## src/rtl/eth_wb_pkg.sv

```systemverilog
// ---------------------------------------------------------------------------
// eth_wb_pkg
// Shared definitions for the Ethernet Wishbone frame paths.
//   rx_state_t      : read-side frame state machine encoding
//   ADDR_DATA/STAT  : Wishbone register map (one address bit)
//   STAT_*          : bit positions inside the STATUS word
//   CTRL_*          : bit positions inside a CTRL write
// ---------------------------------------------------------------------------
package eth_wb_pkg;

  typedef enum logic [2:0] {
    IDLE      = 3'd0,
    HDR_WAIT  = 3'd1,
    READY     = 3'd2,
    DATA_WAIT = 3'd3,
    FLUSH     = 3'd4
  } rx_state_t;

  localparam logic ADDR_DATA = 1'b0;
  localparam logic ADDR_STAT = 1'b1;

  localparam int STAT_READY     = 31;
  localparam int STAT_UNDERFLOW = 30;

  localparam int CTRL_DROP   = 0;
  localparam int CTRL_CLR_UF = 1;

endpackage

```

## src/rtl/wb_rx_reader_if.sv

```systemverilog
// ---------------------------------------------------------------------------
// wb_rx_reader_if
// Wishbone pipelined bus bundle for the RX frame reader.
//   i_wb_cyc/stb/we/addr/data : request from the bus master
//   o_wb_ack/stall/data       : response from the slave
// Handshake: a request is taken on a rising edge where cyc && stb && !stall;
// exactly one ack pulse follows every taken request, and no ack is ever
// produced without one.
// ---------------------------------------------------------------------------
interface wb_rx_reader_if #(
  parameter int DW = 32
);
  logic          i_wb_cyc;
  logic          i_wb_stb;
  logic          i_wb_we;
  logic          i_wb_addr;
  logic [DW-1:0] i_wb_data;
  logic          o_wb_ack;
  logic          o_wb_stall;
  logic [DW-1:0] o_wb_data;

  modport master (
    output i_wb_cyc, i_wb_stb, i_wb_we, i_wb_addr, i_wb_data,
    input  o_wb_ack, o_wb_stall, o_wb_data
  );

  modport slave (
    input  i_wb_cyc, i_wb_stb, i_wb_we, i_wb_addr, i_wb_data,
    output o_wb_ack, o_wb_stall, o_wb_data
  );
endinterface

```

## src/rtl/wb_rx_reader.sv

```systemverilog
// ---------------------------------------------------------------------------
// wb_rx_reader
// Wishbone slave that hands received Ethernet frames from the RX word FIFO
// to the CPU, one word per DATA read. Each frame in the FIFO is led by a
// header word whose low CW bits hold the data word count; the header is
// consumed here and the count left is visible in STATUS.
//
// Ports
//   clk, rst_n    : clock, asynchronous active-low reset
//   bus           : Wishbone slave (addr 0 = DATA, addr 1 = STATUS/CTRL)
//   i_fifo_empty  : RX FIFO empty flag
//   o_fifo_rd     : FIFO pop (combinational); word appears next cycle
//   i_fifo_data   : FIFO read data
//   dbg_state     : current frame state
//
// STATUS read : {frame_ready, underflow, 21'b0, remaining}
// CTRL write  : bit0 drops the rest of the current frame (READY only),
//               bit1 clears the sticky underflow flag.
// ---------------------------------------------------------------------------
module wb_rx_reader
  import eth_wb_pkg::*;
#(
  parameter int DW = 32,
  parameter int CW = 9
) (
  input  logic           clk,
  input  logic           rst_n,
  wb_rx_reader_if.slave  bus,
  input  logic           i_fifo_empty,
  output logic           o_fifo_rd,
  input  logic [DW-1:0]  i_fifo_data,
  output rx_state_t      dbg_state
);

  rx_state_t     state;
  logic [CW-1:0] remaining;
  logic          underflow;
  logic          ack_q;
  logic [DW-1:0] rdata_q;

  logic          req;
  logic          data_rd;
  logic          stat_rd;
  logic          ctrl_wr;
  logic          stall;
  logic          accept;
  logic          pop;
  logic          resp_now;
  logic [DW-1:0] status;

  // Only the two CTRL bits of the write data carry meaning.
  logic unused_wdata;
  assign unused_wdata = ^bus.i_wb_data[DW-1:2];

  assign req     = bus.i_wb_cyc && bus.i_wb_stb;
  assign data_rd = req && !bus.i_wb_we && (bus.i_wb_addr == ADDR_DATA);
  assign stat_rd = req && !bus.i_wb_we && (bus.i_wb_addr == ADDR_STAT);
  assign ctrl_wr = req &&  bus.i_wb_we && (bus.i_wb_addr == ADDR_STAT);

  // Stall: the busy states never take requests; in READY only a DATA read
  // that would find the FIFO empty (mid-frame starvation) is held off.
  always_comb begin
    stall = 1'b0;
    case (state)
      HDR_WAIT, DATA_WAIT, FLUSH: stall = 1'b1;
      READY:                      stall = data_rd && i_fifo_empty;
      default:                    stall = 1'b0;
    endcase
  end

  assign accept = req && !stall;

  // FIFO pop: header fetch in IDLE, one word per accepted read in READY,
  // and free-running discard in FLUSH until the frame is gone.
  always_comb begin
    pop = 1'b0;
    case (state)
      IDLE:    pop = !i_fifo_empty;
      READY:   pop = accept && data_rd;
      FLUSH:   pop = !i_fifo_empty && (remaining != '0);
      default: pop = 1'b0;
    endcase
  end

  // Gated so no pop leaks out while reset is held.
  assign o_fifo_rd = rst_n && pop;

  always_comb begin
    status                 = '0;
    status[STAT_READY]     = (state == READY);
    status[STAT_UNDERFLOW] = underflow;
    status[CW-1:0]         = remaining;
  end

  // Every accepted request answers on the next edge except a READY data
  // read, whose answer comes out of DATA_WAIT once the FIFO word arrives.
  assign resp_now = accept && !((state == READY) && data_rd);

  always_ff @(posedge clk or negedge rst_n) begin
    if (!rst_n) begin
      state     <= IDLE;
      remaining <= '0;
      underflow <= 1'b0;
      ack_q     <= 1'b0;
      rdata_q   <= '0;
    end else begin
      ack_q <= 1'b0;

      if (resp_now) begin
        ack_q   <= 1'b1;
        rdata_q <= stat_rd ? status : '0;
        if (ctrl_wr && bus.i_wb_data[CTRL_CLR_UF]) begin
          underflow <= 1'b0;
        end
        // A DATA read with no frame loaded is a CPU-side underflow.
        if (data_rd && (state == IDLE)) begin
          underflow <= 1'b1;
        end
      end

      case (state)
        IDLE: begin
          if (!i_fifo_empty) begin
            state <= HDR_WAIT;
          end
        end

        HDR_WAIT: begin
          remaining <= i_fifo_data[CW-1:0];
          // A zero-length frame leaves nothing to read; skip straight back.
          if (i_fifo_data[CW-1:0] == '0) begin
            state <= IDLE;
          end else begin
            state <= READY;
          end
        end

        READY: begin
          if (accept && data_rd) begin
            state <= DATA_WAIT;
          end else if (accept && ctrl_wr && bus.i_wb_data[CTRL_DROP]) begin
            state <= FLUSH;
          end
        end

        DATA_WAIT: begin
          // The popped word is delivered even if the master dropped cyc.
          rdata_q <= i_fifo_data;
          ack_q   <= 1'b1;
          if (remaining != '0) begin
            remaining <= remaining - CW'(1);
          end
          if (remaining <= CW'(1)) begin
            state <= IDLE;
          end else begin
            state <= READY;
          end
        end

        FLUSH: begin
          if (remaining == '0) begin
            state <= IDLE;
          end else if (!i_fifo_empty) begin
            remaining <= remaining - CW'(1);
            if (remaining == CW'(1)) begin
              state <= IDLE;
            end
          end
        end

        default: state <= IDLE;
      endcase
    end
  end

  assign bus.o_wb_ack   = ack_q;
  assign bus.o_wb_data  = rdata_q;
  assign bus.o_wb_stall = stall;
  assign dbg_state      = state;

endmodule

```

## src/flat_wrapper.sv

```systemverilog
// flat-port wrapper written by rule: the top's interface ports become plain ports
module wb_rx_reader_flat import eth_wb_pkg::*;
#(
  parameter int DW = 32,
  parameter int CW = 9
)
  (clk, rst_n, i_fifo_empty, o_fifo_rd, i_fifo_data, dbg_state, bus_i_wb_cyc, bus_i_wb_stb, bus_i_wb_we, bus_i_wb_addr, bus_i_wb_data, bus_o_wb_ack, bus_o_wb_stall, bus_o_wb_data);
  wb_rx_reader_if #(.DW(DW)) bus_i ();
  input  logic clk;
  input  logic rst_n;
  input  logic i_fifo_empty;
  output logic o_fifo_rd;
  input  logic [DW-1:0] i_fifo_data;
  output rx_state_t dbg_state;
  input wire logic [$bits(bus_i.i_wb_cyc)-1:0] bus_i_wb_cyc;
  input wire logic [$bits(bus_i.i_wb_stb)-1:0] bus_i_wb_stb;
  input wire logic [$bits(bus_i.i_wb_we)-1:0] bus_i_wb_we;
  input wire logic [$bits(bus_i.i_wb_addr)-1:0] bus_i_wb_addr;
  input wire logic [$bits(bus_i.i_wb_data)-1:0] bus_i_wb_data;
  output wire logic [$bits(bus_i.o_wb_ack)-1:0] bus_o_wb_ack;
  output wire logic [$bits(bus_i.o_wb_stall)-1:0] bus_o_wb_stall;
  output wire logic [$bits(bus_i.o_wb_data)-1:0] bus_o_wb_data;
  assign bus_i.i_wb_cyc = bus_i_wb_cyc;
  assign bus_i.i_wb_stb = bus_i_wb_stb;
  assign bus_i.i_wb_we = bus_i_wb_we;
  assign bus_i.i_wb_addr = bus_i_wb_addr;
  assign bus_i.i_wb_data = bus_i_wb_data;
  assign bus_o_wb_ack = bus_i.o_wb_ack;
  assign bus_o_wb_stall = bus_i.o_wb_stall;
  assign bus_o_wb_data = bus_i.o_wb_data;
  wb_rx_reader #(.DW(DW), .CW(CW)) u_core (.clk(clk), .rst_n(rst_n), .bus(bus_i), .i_fifo_empty(i_fifo_empty), .o_fifo_rd(o_fifo_rd), .i_fifo_data(i_fifo_data), .dbg_state(dbg_state));
endmodule
```

## config.mk

```make
export PLATFORM = sky130hd
export DESIGN_NAME = wb_rx_reader_flat
export DESIGN_NICKNAME = d
export VERILOG_FILES = /design/src/rtl/eth_wb_pkg.sv /design/src/rtl/wb_rx_reader_if.sv /design/src/rtl/wb_rx_reader.sv /design/src/flat_wrapper.sv
export SDC_FILE = /design/constraint.sdc
export NUM_CORES = 1
export LEC_CHECK = 0
export ABC_AREA = 1
export CORE_AREA = 10 10 87 89
export DETAILED_ROUTE_END_ITERATION = 8
export DIE_AREA = 0 0 97 99
export HOLD_SLACK_MARGIN = 0.05
export PLACE_DENSITY = 0.9
export RECOVER_POWER = 25
export SLEW_MARGIN = 30
export SYNTH_ARGS = -nofsm -noshare
export SYNTH_HDL_FRONTEND = slang
export SYNTH_SLANG_ARGS = --single-unit
```

## constraint.sdc

```tcl
create_clock -name clk -period 3.2 [get_ports clk]
set_input_delay 0.8 -clock clk [delete_from_list [all_inputs] [get_ports clk]]
set_output_delay 0.8 -clock clk [all_outputs]
set_load 0.005 [all_outputs]
```

# Word-level counts from Yosys, hierarchy flattened
# Cells that the tools add are included.
# word_totals
reg_bits	46
latch_bits	0
ramBits	0
mem_bits_ro	0
in_bits	71
memories	0
# classes
addsub	1
n_mul	0
div	0
order_cmp	1
eq_ne	12
n_shift	0
mux	22
bitwise	1
n_reduce_logical	32
# ops
cell	count
$mux W32	3
$mux W9	3
$pmux W9 S3	1
$logic_not A9 Y1	2
$mux W3	6
$logic_and A1 B1 Y1	17
$pmux W3 S5	1
$eq A9 B1 Y1 const B	1
$le A9 B1 Y1 const B	1
$reduce_bool A9 Y1	1
$sub A9 B1 Y9 const B	1
$reduce_and A4 Y1	2
$eq A3 B2 Y1 const B	2
$ne A2 B2 Y1 const B	3
$logic_not A1 Y1	4
$mux W1	4
$mux W2	2
$reduce_bool A2 Y1	2
$eq A3 B1 Y1 const B	1
$eq A3 B3 Y1 const B	1
$logic_not A3 Y1	1
$ne A3 B1 Y1 const B	1
$ne A3 B2 Y1 const B	1
$ne A3 B3 Y1 const B	1
7 further kinds	7

# Logic depth before layout (Yosys ltp)
# logic_depth
depth_word	12
depth_mapped	12
depth_no_buf	12

# Worst setup path after synthesis
# No wires, ideal clock.
# synth_timing
kind	input -> output
from	input bus_i_wb_cyc
to	output o_fifo_rd
arrival_ns	1.464
slack_ns	0.936
stages	8
path_buffers	0
cell_sequence	nand2_1 nor2_1 nand2_1 nor2_1 nand3_1 nand2_1 inv_1 a21oi_1
# synth_via
elab_chain_len	10
# synth_lines
item	line	text
from (decl)	flat_wrapper.sv:15	input wire logic [$bits(bus_i.i_wb_cyc)-1:0] bus_i_wb_cyc;
$logic_and A1 B1 Y1 (*)	wb_rx_reader.sv:55	assign req = bus.i_wb_cyc && bus.i_wb_stb;
$logic_and A1 B1 Y1 (2 in series)	wb_rx_reader.sv:56	assign data_rd = req && !bus.i_wb_we && (bus.i_wb_addr == ADDR_DATA);
$logic_and A1 B1 Y1	wb_rx_reader.sv:66	READY: stall = data_rd && i_fifo_empty;
$pmux W1 S2	wb_rx_reader.sv:64	case (state)
$logic_not A1 Y1	wb_rx_reader.sv:71	assign accept = req && !stall;
$logic_and A1 B1 Y1	wb_rx_reader.sv:71	
$logic_and A1 B1 Y1 (*)	wb_rx_reader.sv:79	READY: pop = accept && data_rd;
$pmux W1 S3 (*)	wb_rx_reader.sv:77	case (state)
$logic_and A1 B1 Y1 (*)	wb_rx_reader.sv:86	assign o_fifo_rd = rst_n && pop;
to (decl)	flat_wrapper.sv:12	output logic o_fifo_rd;
# Mark *: on every way between the ends. The rest lies on a longest branch, timed or not.

# Final worst setup path
# Same ends and word-level chain as after synthesis.

==> run metrics <==
design area 3550 µm²; Synth Warn # 0; CTS tree done; overall power 2.75 mW; Slew @ Worst Pin 1.14 ns; crit share post-route 94.3%; status completed; Crit Path Category primary input to primary output; synthesized area per cell 7.38 µm²; gpl congestion 0.864; Starting Density 43.4%; Worst Path Arrival 2.22 ns; Final HPWL DP 5490 µm; VDD IR max 0.440 mV; worst clock skew 0.00397 ns; CTS buffer count 5; setup ws final 0.182 ns; DP Area 3410 µm²; Sink Count 46; core area 5850 µm²; total wire length 7390 µm; Core Util, Final 60.7%; vias in the first global route 2567; Max transition margin 24.2%; power per cell area 774 nW/µm²; number of diodes 0; Via density 5.12; initial antenna violation count 0; die height 99 µm; DRT iter0 DRCs 144; crit start category primary input; wire per inst 14.7 µm; CTS clk-pin slew, worst paths 0.09 ns; # H-tree levels 2; Port Buffers 78; cell taking the most area after synthesis dfrtp_1; Final Hold Fails 0; max-cap violations 0; detailed-route DRC error count 0; Synth Instances 344; I/O pin total 109; FF+latch count, synth 46; vias 2582; Peak Freq 331 MHz; Crit. End Element primary output; fin. max-slew vios 0; ranking of synthesized cells by area dfrtp_1, nand2_1, nand3_1; Distinct cells, synth 31; TritonRoute pass-1 iters 5; largest net degree at the start of global routing 52; P&R area growth vs syn 39.8%; Synth top area share 45.3%; syn_nets 418; Die Width 97 µm; die area 9600 µm²; CP Max Fanout 2; most common cell after layout, fill and taps aside nand2_1; RSZ-0062 raised after global routing no; hold_ws 0.500 ns; cell area after synthesis 2540 µm²; WP data required 2.40 ns; Clk Latency, worst-skew pair 0.30 ns; Root Driver clkbuf_8; num rows 28; post-layout min period 3.02 ns; post-synthesis sequential area ratio 45.3%; Hold Buf Count CTS 0; most frequent cells in the layout nand2_1, clkdlybuf4s50_1, nand3_1, dfrtp_1, inv_1; Routed Antenna Nets 0; first-pass GRT wire length 12300 µm; # placed instances 494; Placement Setup Slack -0.103 ns; GRT Resource Usage Total 15.1%; CTS Buffer Depth 2; Net count, final 502; final setup vio count 0; LEAKAGE 1.77 nW; GRT overflow 0; share of cells above drive strength 1 9.09%; worst min path class flop to flop; Post-Layout Cell Count 504; Setup TNS Final 0 ns
final cells by class:
cell class                 instances  area (µm²)
clock buffer                       5        68.8
clock inverter                     3        43.8
fill                             508        2300
inverter                          29         109
multi-input combinational        254        1210
sequential                        46        1150
tap                               75        93.8
timing repair buffer              92         878
state kept, by name (all words and copies together) (netlist names):
| signal | cells |
|---|---|
| u_core.bus.o_wb_data | 32 |
| u_core.dbg_state | 3 |
| u_core.bus.o_wb_ack | 1 |
| u_core.remaining | 9 |
| u_core.underflow | 1 |
cell usage after synthesis, drive strengths merged:
master  count
inv        28
dfrtp      46
a21oi       6
clkinv      1
nor4        1
ha          3
nand3b      1
nor2       27
xor2        1
nand3      59
nand4       1
nor3        5
clkbuf      5
xnor2       2
nand2     126
a22oi       1
buf        10
o211ai      1
o21ai      20
power breakdown:
part	leakage (nW)	total, mW	switching, mW	internal (mW)
combinational	1.11	1.33	0.701	0.624
clock	0.0585	0.436	0.202	0.234
sequential	0.600	0.986	0.176	0.810
worst paths after layout:
kind,slack (ns),end,depth (start not counted),from
max in group asynchronous,1.54,u_core.bus.o_wb_data[31]$_DFFE_PN0P_,2,rst_n
max reg2reg,1.06,u_core.bus.o_wb_data[2]$_DFFE_PN0P_,9,u_core.dbg_state[2]$_DFFE_PN0P_
max,0.18,o_fifo_rd,10,bus_i_wb_cyc
min reg2reg,0.50,u_core.underflow$_DFFE_PN0P_,2,u_core.underflow$_DFFE_PN0P_
min in group asynchronous,0.98,u_core.remaining[0]$_DFFE_PN0P_,2,rst_n
min,0.50,u_core.underflow$_DFFE_PN0P_,2,u_core.underflow$_DFFE_PN0P_
routing by layer:
layer / global-route usage, % / vias to the layer above / routed length (µm)
met2: 25.2 / 106 / 3500
met1: 18.3 / 1194 / 3250
met4: 5.90 / 0 / 115
li1: - / 1266 / -
met5: 0 / - / 0
met3: 3.70 / 16 / 523
kinds of logic (layout without fill, tap and decap cells):
group / after synthesis / after routing / share of synthesized area [%]
AOI/OAI and AO/OA: 28 / 28 / 5.71
adders and majority gates: 3 / 3 / 1.48
xor gates and xnor gates: 3 / 3 / 1.03
DFF: 46 / 46 / 45.3
buffers and inverters: 44 / 129 / 7.64
and+or+nand+nor: 220 / 220 / 38.8
critical path, cell delays in order:
cell and delay (ns):
clkdlybuf4s50_1 0.47, nand2_1 0.07, nor2_1 0.09, nand2_1 0.06
nor2_1 0.12, nand3_1 0.11, nand2_1 0.07, inv_1 0.05
a21oi_1 0.13, dlygate4sd2_1 0.26
timing repair:
| action | 4_1_cts | 5_1_grt |
|---|---|---|
| pin swaps | 0 | 3 |
| setup endpoints to repair | 2 | 1 |
| buffers inserted | 0 | 2 |
| gates resized for setup | 2 | 2 |
Power figures use the tool's default switching activity.
==> patch 1: new RTL, same flow settings <==
Reset style: synchronous (`rst_n`), changed in one clocked block. Comments in the files are not updated.
--- a/src/rtl/wb_rx_reader.sv
+++ b/src/rtl/wb_rx_reader.sv
@@ -97,5 +97,5 @@
   assign resp_now = accept && !((state == READY) && data_rd);
 
-  always_ff @(posedge clk or negedge rst_n) begin
+  always_ff @(posedge clk) begin
     if (!rst_n) begin
       state     <= IDLE;
Behaviour: differs if rst_n is asserted again (counterexample within 4 cycles, from zero or initial values and one cycle with rst_n low); with rst_n held inactive, the same outputs for 10 cycles.
==> patch 1 against the unedited design <==
- sequential share of layout area decreased by 6.8 points
- total power decreased by 24%
- synthesized cell count increased by 4.4%
- utilization increased by 0.66 points
- sequential cell count unchanged
- clock power decreased by 18%
- non-clock buffer count increased by 14
- area after synthesis decreased by 4.0%
- design area increased by 1.1%
- wire length increased by 12%
- worst setup slack got worse by 130 ps
- worst hold slack got worse by 20 ps
- sequential power decreased by 25%
==> patch 1: results (changes against the unedited design) <==
outcome: "complete, no violations"  # unchanged
drt-total-wl_mm: 8.24  # was 7.39 mm
min-delay-start: "u_core.bus.o_wb_data[20]$_SDFFE_PN0P_"  # was u_core.underflow$_DFFE_PN0P_
nets: 530  # was 502
drive_gt1_share_pct: 13.3  # was 9.09%
vias_in_the_first_global_route: 2747  # was 2,567
post_synth_num_cell_types: 32  # was 31
r2r_path_end: "u_core.dbg_state[1]$_SDFFE_PN0P_"  # was u_core.bus.o_wb_data[2]$_DFFE_PN0P_
grt_max_degree: 43  # was 52
grt.met2_usage_pct: 27.7  # was 25.2%
fin_worst_hold_slack_ps: 479  # was 500 ps
worst_r2r_path_depth: 20  # was 9
area_contributors_post_synth: "dfxtp_1 (38%), nand2_1 (14%), nand3_1 (10%), a21oi_1 (8.8%), nor2_1 (4.5%)"  # was dfrtp_1 (45%), nand2_1 (18%), nand3_1 (11%), inv_1 (3.5%), nor2_1 (3.4%)
avgViaCountPerCell: 5.39  # was 5.12
path_clk_slew_ps: 90  # about the same
met1_usage_pct: 19.1  # was 18.3%
synth_nets: 433  # was 418
timing.clock.skew_ps: 8.24  # was 3.97 ps
timing.critical_path.slowest_cell_delay_ps: 510  # was 470 ps
synth.avg_cell_area_um2: 6.79  # was 7.38 µm²
grt.total_usage_pct: 16.4  # was 15.1%
met3RoutedLength_um: 643  # was 523 µm
detailedRoute.firstPassIterationCount: 5  # unchanged
use_met3_pct: 4.75  # was 3.70%
gp_congestion: 0.964  # was 0.864
synthArstFlopShare_pct: 0  # was 100%
detail_route.iter0.violations: 227  # was 144
path_delay_family: "buffers and inverters"  # unchanged
detailroute.wirelength.met2_mm: 3.98  # was 3.50 mm
whs_endpoint: "u_core.bus.o_wb_data[20]$_SDFFE_PN0P_"  # was u_core.underflow$_DFFE_PN0P_
vdd_drop_max_mv: 0.269  # was 0.440 mV
ys.flop_type: "dfxtp_1"  # was dfrtp_1
rrSetupSlack_ps: 410  # was 1060 ps
post-cts-setup-buffer-count: 13  # was 0
finalWorstSetupSlack_ps: 51.0  # was 182 ps
slew-limit-headroom_pct: 61.1  # was 24.2%
fillerInstances: 544  # was 508
yosysSeqAreaShare_pct: 37.8  # was 45.3%
leakagePower_nw: 1.50  # was 1.77 nW
top_layer: "met4"  # unchanged
synth.top_cells.by_count: "nand2_1 (88), nand3_1 (50), dfxtp_1 (46)"  # was nand2_1 (121), nand3_1 (57), dfrtp_1 (46)
grt_first_pass_wirelength_mm: 13.4  # was 12.3 mm
worst-endpoint-arrival_ps: 3380  # was 2220 ps
placement.setup.worst_slack_ps: -134  # was -103 ps
drt-met1-wl_mm: 3.41  # was 3.25 mm
r2r_start: "u_core.dbg_state[1]$_SDFFE_PN0P_"  # was u_core.dbg_state[2]$_DFFE_PN0P_
detailroute.via_count: 2866  # was 2,582
timing.critical_path.fanout_max: 4  # was 2
cts_resized: 4  # was 2
switching_power_w: 0.000889  # was 0.00108 W
total_instance_count_after_detailed_placement: 509  # was 494
place.detailed.hpwl_mm: 5.77  # was 5.49 mm
[patch 1: cells by family after synthesis]
family | Yosys count | synth area share, %
buffers and inverters | 49 | 8.77
xor gates and xnor gates | 1 | 0.359
DFF | 46 | 37.8
adders and majority gates | 3 | 1.54
and+or+nand+nor | 188 | 34.7
AOI/OAI and AO/OA | 72 | 16.8
[patch 1: area by class of cell]
cell class	instances	area, µm²	share of cell area [%]
Clock buffer	5	68.8	1.92
Inverter	33	124	3.45
Tap cell	75	93.8	2.61
Clock inverter	3	21.3	0.593
Sequential cell	46	921	25.7
Timing Repair Buffer	106	1010	28.1
Multi-Input combinational cell	264	1350	37.6
[patch 1: power by group through the flow]
stage	clock network, W	registers (W)	logic (W)
3_5_place_dp	0	0.000753	0.000949
4_1_cts	0.000367	0.000739	0.000964
2_1_floorplan	0	0.000737	0.000632
6_report	0.000357	0.000742	0.000985
5_1_grt	0.000390	0.000754	0.00111
3_3_place_gp	0	0.000748	0.000931
[patch 1: per-stage QoR]
stage               util, %  area [µm²]
CTS                    60.3        3530
floorplan                 -        2440
global placement       57.0        3330
detailed placement     57.0        3330
finish                 61.4        3590
global route           61.4        3590
[patch 1: worst max path at each step]
stage	startpoint	endpoint	depth (start not counted)
final	bus_i_wb_addr	u_core.dbg_state[1]$_SDFFE_PN0P_	20
after global routing	bus_i_wb_cyc	u_core.dbg_state[1]$_SDFFE_PN0P_	21
after CTS	bus_i_wb_stb	u_core.dbg_state[1]$_SDFFE_PN0P_	22
after detailed placement	bus_i_wb_stb	o_fifo_rd	10
after global placement	bus_i_wb_cyc	o_fifo_rd	10
after floorplan	bus_i_wb_cyc	o_fifo_rd	8
==> patch 2: new RTL, same settings <==
Made on the original files. `DW` is set to 32 in 3 places; all go to 48.
--- a/src/rtl/wb_rx_reader_if.sv
+++ b/src/rtl/wb_rx_reader_if.sv
@@ -9,5 +9,5 @@
 // ---------------------------------------------------------------------------
 interface wb_rx_reader_if #(
-  parameter int DW = 32
+  parameter int DW = 48
 );
   logic          i_wb_cyc;
--- a/src/rtl/wb_rx_reader.sv
+++ b/src/rtl/wb_rx_reader.sv
@@ -21,5 +21,5 @@
   import eth_wb_pkg::*;
 #(
-  parameter int DW = 32,
+  parameter int DW = 48,
   parameter int CW = 9
 ) (
--- a/src/flat_wrapper.sv
+++ b/src/flat_wrapper.sv
@@ -2,5 +2,5 @@
 module wb_rx_reader_flat import eth_wb_pkg::*;
 #(
-  parameter int DW = 32,
+  parameter int DW = 48,
   parameter int CW = 9
 )
Interface: changed (resized bus_i_wb_data, bus_o_wb_data and i_fifo_data); port bits go from 109 to 157. No check against the original RTL was run, so the function may have changed too.
==> patch 2 against the unedited design <==
- final cell count grew 20%
- the run now ends with max-capacitance violations, max-slew violations left
- critical path depth grew 2
- wire length grew 35%
- area after synthesis grew 19%
- sequential cell count grew 16
- register-to-register slack gained 80 ps
- combinational power grew 26%
- critical path type unchanged
- sequential share of layout area grew 2.3 points
- clock skew grew 4.9 ps
- sequential power grew 32%
- worst setup slack lost 51 ps
- design area grew 26%
- total power grew 33%
==> patch 2: results (changes against the unedited design) <==
outcome: "finished, violations left"  # was complete, no violations
violations: "max-capacitance violations, max-slew violations"
sequential_cell_total: 62  # was 46
drt-total-wl_mm: 9.96  # was 7.39 mm
cts-buffers-inserted: 9  # was 5
final-max-slew-violation-count: 62  # was 0
nonClkBufAreaFrac_pct: 27.0  # was 24.7%
leakagePower_nw: 2.29  # was 1.77 nW
total_instance_count_after_detailed_placement: 589  # was 494
gp_congestion: 0.888  # was 0.864
worst-endpoint-arrival_ps: 2270  # was 2220 ps
detail_route.iter0.violations: 231  # was 144
cap_viol_max_count: 1  # was 0
largest_register_ffs: 48  # was 32
synth.top_cells.by_count: "nand2_1 (198), dfrtp_1 (62), inv_1 (31)"  # was nand2_1 (121), nand3_1 (57), dfrtp_1 (46)
layout_clock_area_share_pct: 4.26  # was 3.17%
worstSkewPairLatency_ps: 340  # was 300 ps
timing.clock.skew_ps: 8.86  # was 3.97 ps
met3RoutedLength_um: 759  # was 523 µm
layout.non_clock_inverters: 33  # was 29
synthesis.instances: 404  # was 344
vdd_drop_max_mv: 0.495  # was 0.440 mV
cts-htree-levels: 3  # was 2
seqCellArea_um2: 1550  # was 1150 µm²
nets: 631  # was 502
pwr-share-comb_pct: 46.0  # was 48.2%
power_density_nw_per_um2: 818  # was 774 nW/µm²
yosysSeqAreaShare_pct: 51.2  # was 45.3%
grt.met2_usage_pct: 35.4  # was 25.2%
grt_max_degree: 63  # was 52
detailroute.via_count: 3108  # was 2,582
synth_nets: 510  # was 418
min-delay-start: "u_core.bus.o_wb_data[4]$_DFFE_PN0P_"  # was u_core.underflow$_DFFE_PN0P_
use_met3_pct: 5.38  # was 3.70%
non_clock_buffer_count: 123  # was 92
final.clkbuf_count: 10  # was 5
io_buffer_count: 110  # was 78
fillerInstances: 396  # was 508
drt-met1-wl_mm: 3.81  # was 3.25 mm
grt.total_usage_pct: 20.2  # was 15.1%
fin_cells: 605  # was 504
vias_in_the_first_global_route: 3121  # was 2,567
fraction_of_standard_cell_area_in_multi_input_logic_pct: 29.2  # was 34.0%
r2r_path_end: "u_core.bus.o_wb_data[6]$_DFFE_PN0P_"  # was u_core.bus.o_wb_data[2]$_DFFE_PN0P_
path_clk_slew_ps: 60  # was 90 ps
## patch 2: kinds of logic after synthesis
family                   Yosys count  synth area share, %
AO/OA/AOI/OAI                     34                 6.11
XOR/XNOR                           2                0.578
adder cells (fa/ha/maj)            3                 1.24
buffers and inverters             46                 6.48
flip-flops                        62                 51.2
multiplexers                       1                0.330
AND/OR/NAND/NOR                  256                 34.0
## patch 2: what timing repair did
item | in CTS | in global routing
gates resized for setup | 2 | 3
setup endpoints to repair | 2 | 1
hold endpoints to repair | 0 | 0
pin swaps | 1 | 1
## patch 2: worst max-delay path, stage by stage
cell and delay (ps):
clkdlybuf4s50_1 470, nand2_1 80, inv_1 90, nand3_1 100, nor2_1 150, nand3_1 110, nand2_1 70, inv_1 40
nand2_1 50, nand2_1 40, inv_1 50, dlygate4sd2_1 230
## patch 2: stage by stage
stage               worst slack, ps  area (µm²)  hold slack [ps]
CTS                           -8.21        4460              473
global route                   39.1        4470              492
global placement              -54.6        4260              452
floorplan                       981        3030              442
detailed placement             -103        4260              458
finish                          131        4470              472
